$ cat src/rtl/core_pkg.sv
// Shared types and constants for the 16-bit core's decode-side hazard logic.
// Destination fields are carried at a fixed width so one entry type serves every register-count configuration.
package core_pkg;

  localparam int NUM_REGS_DEF = 8;
  localparam int RW_DEF       = $clog2(NUM_REGS_DEF);
  localparam int RD_W         = 8;

  localparam int FWD_NONE = 0;
  localparam int FWD_FULL = 1;

  typedef logic [RD_W-1:0] sb_rd_t;

  typedef struct packed {
    logic   v;
    sb_rd_t rd;
    logic   ld;
  } sb_entry_t;

endpackage

$ cat src/rtl/sb_match.sv
// Compares one decode source against the in-flight slots.
// Only slots inside the hazard window for the selected forwarding mode are considered.
module sb_match
  import core_pkg::*;
#(
  parameter int DEPTH     = 3,
  parameter int FWD_EN    = FWD_NONE,
  parameter int RF_BYPASS = 1
) (
  input  logic                  src_vld,
  input  sb_rd_t                src,
  input  sb_entry_t [DEPTH-1:0] slots,
  output logic                  hit
);

  logic [DEPTH-1:0] in_win;
  logic [DEPTH-1:0] match;

  for (genvar k = 0; k < DEPTH; k++) begin : g_slot
    // With full forwarding only a load still in EX cannot be bypassed.
    assign in_win[k] = (FWD_EN == FWD_FULL) ? ((k == 0) && slots[k].ld)
                                            : ((k < DEPTH-1) || (RF_BYPASS == 0));
    assign match[k]  = slots[k].v && (slots[k].rd == src) && in_win[k];
  end

  assign hit = src_vld & (|match);

endmodule

$ cat src/rtl/hazard_scoreboard.sv
// Decode-side register scoreboard: tracks in-flight destinations from EX to WB,
// stalls decode on RAW hazards, kills wrong-path slots on flush and counts stall cycles.
module hazard_scoreboard
  import core_pkg::*;
#(
  parameter int NUM_REGS    = NUM_REGS_DEF,
  parameter int DEPTH       = 3,
  parameter int FWD_EN      = FWD_NONE,
  parameter int RF_BYPASS   = 1,
  parameter int FLUSH_DEPTH = 1,
  parameter int CNT_W       = 16,
  localparam int RW         = $clog2(NUM_REGS)
) (
  input  logic                clk,
  input  logic                rst,
  input  logic                id_valid,
  input  logic                id_rs_vld,
  input  logic [RW-1:0]       id_rs,
  input  logic                id_rt_vld,
  input  logic [RW-1:0]       id_rt,
  input  logic                id_wr,
  input  logic [RW-1:0]       id_rd,
  input  logic                id_load,
  input  logic                flush,
  input  logic                ext_stall,
  output logic                stall,
  output logic                issue,
  output logic [NUM_REGS-1:0] busy_mask,
  output logic [CNT_W-1:0]    stall_cnt
);

  localparam int NUM_SRC = 2;

  sb_entry_t [DEPTH-1:0]   slot_q, slot_d;
  logic [NUM_REGS-1:0]     busy_d;
  logic [NUM_SRC-1:0]      src_vld;
  sb_rd_t [NUM_SRC-1:0]    src;
  logic [NUM_SRC-1:0]      hit;
  logic                    haz;

  assign src_vld[0] = id_rs_vld;
  assign src_vld[1] = id_rt_vld;
  assign src[0]     = sb_rd_t'(id_rs);
  assign src[1]     = sb_rd_t'(id_rt);

  for (genvar g = 0; g < NUM_SRC; g++) begin : g_src
    sb_match #(
      .DEPTH     (DEPTH),
      .FWD_EN    (FWD_EN),
      .RF_BYPASS (RF_BYPASS)
    ) u_match (
      .src_vld (src_vld[g]),
      .src     (src[g]),
      .slots   (slot_q),
      .hit     (hit[g])
    );
  end

  assign haz   = id_valid & (|hit);
  assign stall = ext_stall | haz;
  assign issue = id_valid & ~stall & ~flush;

  // A stalled or flushed decode still advances older slots; slot 0 takes a bubble.
  always_comb begin
    slot_d = slot_q;
    if (!ext_stall) begin
      for (int k = 1; k < DEPTH; k++) begin
        slot_d[k] = slot_q[k-1];
        if (flush && (k < FLUSH_DEPTH)) slot_d[k].v = 1'b0;
      end
      slot_d[0] = '{v: issue & id_wr, rd: sb_rd_t'(id_rd), ld: id_load};
    end
  end

  always_comb begin
    busy_d = '0;
    for (int k = 0; k < DEPTH; k++) begin
      if (slot_d[k].v) busy_d[slot_d[k].rd[RW-1:0]] = 1'b1;
    end
  end

  always_ff @(posedge clk) begin
    if (!rst) begin
      slot_q    <= '0;
      busy_mask <= '0;
      stall_cnt <= '0;
    end else begin
      slot_q    <= slot_d;
      busy_mask <= busy_d;
      if (stall && (stall_cnt != {CNT_W{1'b1}})) stall_cnt <= stall_cnt + CNT_W'(1);
    end
  end

endmodule

$ cat config.mk
export PLATFORM = sky130hd
export DESIGN_NAME = hazard_scoreboard
export DESIGN_NICKNAME = d
export VERILOG_FILES = /design/src/rtl/core_pkg.sv /design/src/rtl/sb_match.sv /design/src/rtl/hazard_scoreboard.sv
export SDC_FILE = /design/constraint.sdc
export NUM_CORES = 1
export LEC_CHECK = 0
export CORE_ASPECT_RATIO = 1.5
export CORE_UTILIZATION = 50
export DETAILED_ROUTE_END_ITERATION = 16
export GPL_TIMING_DRIVEN = 1
export MAX_ROUTING_LAYER = met4
export PLACE_DENSITY = 0.79
export SLEW_MARGIN = 10
export SYNTH_ARGS = -nofsm -noshare
export SYNTH_HDL_FRONTEND = slang
export SYNTH_SLANG_ARGS = --single-unit
export TNS_END_PERCENT = 50
$ cat constraint.sdc
create_clock -name clk -period 1.9 [get_ports clk]
set_input_delay 0.285 -clock clk [delete_from_list [all_inputs] [get_ports clk]]
set_output_delay 0.285 -clock clk [all_outputs]
set_load 0.02 [all_outputs]
==> metrics.yaml <==
synth:
  syn_nets: 255
  synth_top_area_cell: "dfxtp_1"
  synth_common_cells: "36 x dfxtp_1, 24 x nand2_1, 17 x o21ai_0"
  synth.most_common_cell: "dfxtp_1"
  yosys_warnings: 0
  ys_seq_area_share_pct: 35.9
  syn_area_per_cell_um2: 8.51
  syn_inst: 236
  synth.area.top_cells: "dfxtp_1 36%, mux2i_1 5.5%, nand2_1 4.5%, o21ai_0 4.2%, xnor2_1 3.5%"
  ys_async_sr_fraction_pct: 0
  synth_edf_count: 0
  synth_cell_types: 45
  synth_top_area_share_pct: 35.9
  syn_area_um2: 2010
  synth_ff_type: "dfxtp_1"
  synth_seq_cells: 36
drt:
  avgViaCountPerCell: 5.94
  wirelength_mm: 5.85
  drcViolationCount: 0
  ant_nets: 0
  wl_per_cell_um: 16.6
  vias: 2090
  first_iter_violations: 98
  first_pass_iters: 4
finish:
  drive_gt1_share_pct: 27.8
  fillers: 256
  nets: 327
  fin_util_pct: 78.7
  diodes: 0
  area_growth_pct: 46.9
grt:
  grt-ovfl-total: 0
  antenna_found_initial: 0
  busiest_layer: "met2"
  grt_usage_pct: 26.5
  grt_pass1_vias: 1850
  use_met1_pct: 25.6
  met2_usage_pct: 46.5
  grt_pass1_wl_mm: 8.02
  use_met3_pct: 5.90
  grt_max_degree: 30
pwr:
  p_sw_uw: 470
  seq_power_share_pct: 47.7
  p_int_uw: 1170
  clkPwrFrac_pct: 35.3
  power.share.combinational_pct: 16.9
  sw_frac_of_total_pct: 28.6
  power.leakage_uw: 0.00112
  irDropWorstVdd_mv: 0.777
  powerDensity_nw_per_um2: 556
timing:
  max_clock_freq_mhz: 471
  fin_hold_ws_ps: 509
  fin_worst_skew_ps: 6.36
  fin_crit_sh_pct: 112
  worst_slack_ps: -225
  slew_viol_final: 0
  period_needed_ps: 2130
  worst_slew_pin_slew_ps: 403
  setup_violations: 20
  rsz0062_at_grt: "yes"
  slew_headroom_pct: 73.0
  hold_viol_final: 0
worst_setup_path:
  cp-end-kind: "primary output"
  critPathBufInv: 2
  arrival_ps: 1840
  critPathLaunchType: "flip-flop"
  crit_fanout: 2
  cp_cell_sequence: "xor2_2 -> nor4_2 -> or3_4 -> nor2_4 -> inv_2 -> nor3b_4 -> buf_6"
  required_ps: 1620
  slowest_stage: "or3_4"
  criticalPathCategory: "reg2out"
  max_stage_delay_ps: 390
  path_delay_family: "simple AND/OR/NAND/NOR gates"
clocking:
  numCtsBuffers: 5
  clockBufferDepth: 2
  cts_tree: "built"
  cts.sinks: 36
  cts-root-buf: "clkbuf_8"
  path_clk_slew_ps: 80
  insertion_delay_ps: 300
  cts_htree_levels: 2
floorplan:
  fp.dieW_um: 53.8
  start_util_pct: 53.6
  rows: 27
  die_area_um2: 4280
  core_area_um2: 3750
  die_h_um: 79.6
  ios: 44
status:
  status: "finished, violations left"
  violations: "negative setup slack"
run:
  cap_violations: 0
placement:
  routabilityCongestion: 0.902
  hpwl_mm: 3.83
  port_buffers: 42
worst_hold_path:
  hold_path.class: "reg2reg"
## worst min-delay path: stages, from the launching register on
cell and delay, ps:
dfxtp_2 350, nand3_1 60, o21ai_0 60
## area by class of cell
type	count	area, um2	area share (%)
Sequential cell	36	737	25.0
Clock buffer	5	68.8	2.33
Clock inverter	3	23.8	0.805
Timing Repair Buffer	80	747	25.3
Inverter	5	18.8	0.636
Multi-Input combinational cell	180	1300	44.1
Tap cell	43	53.8	1.82
## placed cells by master, fill, tap and decap left out, types with 8 or more instances in the layout
master	Yosys	routed
dfxtp_1	36	25
mux2i_1	11	11
buf_6	4	12
nor2b_1	8	8
o21ai_0	17	12
buf_4	3	28
nand3_1	9	8
nor2_1	15	14
nand2_1	24	24
dfxtp_2	0	10
clkdlybuf4s50_1	0	32
## what timing repair did
| action | CTS | global route |
|---|---|---|
| hold buffers | 0 | 0 |
| buffers inserted | 0 | 3 |
| endpoints found under the setup margin | 20 | 19 |
| resized for setup | 22 | 38 |
| pin swaps | 7 | 18 |
## power groups by stage
| stage | logic, uW | clock network (uW) | registers [uW] |
|---|---|---|---|
| 2_1_floorplan | 130 | 0 | 802 |
| 3_3_place_gp | 234 | 0 | 798 |
| 3_5_place_dp | 240 | 0 | 798 |
| 4_1_cts | 239 | 582 | 781 |
| 5_1_grt | 294 | 608 | 785 |
| 6_report | 278 | 580 | 783 |
## state kept, by name (all words and copies together), names as in the netlist
| register | flops |
|---|---|
| stall_cnt | 16 |
| slot_q | 12 |
| busy_mask | 8 |
## per-stage QoR
| stage | instances | TNS, ps | cell area, um2 | total power (uW) | worst slack [ps] |
|---|---|---|---|---|---|
| global route | 352 | -3180 | 2950 | 1690 | -269 |
| CTS | 349 | -896 | 2770 | 1600 | -126 |
| floorplan | 236 | 0 | 2030 | 932 | 11.1 |
| finish | 352 | -1710 | 2950 | 1640 | -225 |
| global placement | 341 | -8960 | 2670 | 1030 | -753 |
| detailed placement | 341 | -10530 | 2670 | 1040 | -836 |
## routing by layer
| layer | vias to the layer above | part of all wire, % |
|---|---|---|
| met1 | 1007 | 38 |
| met4 | 0 | 3.6 |
| met3 | 21 | 4.1 |
| li1 | 988 | - |
| met2 | 74 | 55 |
| met5 | - | 0 |
## cell families after synthesis
| family | count (synthesis) | share of synthesized area, % |
|---|---|---|
| xor+xnor | 14 | 6.10 |
| simple gates | 98 | 26.3 |
| flops | 36 | 35.9 |
| mux | 14 | 7.16 |
| buf+inv | 20 | 5.92 |
| fa+ha+maj | 1 | 0.623 |
| compound gates | 53 | 18.1 |
## path summary, 6_finish.rpt
path                                   start            to  slack [ps]  cells past startpoint
worst max-delay path              slot_q[11]         issue        -230                      7
worst min-delay path            stall_cnt[1]  stall_cnt[1]         510                      2
worst max register to register    slot_q[11]  stall_cnt[5]        -140                      9
worst min register to register  stall_cnt[1]  stall_cnt[1]         510                      2
(Power assumes the default switching activity.)
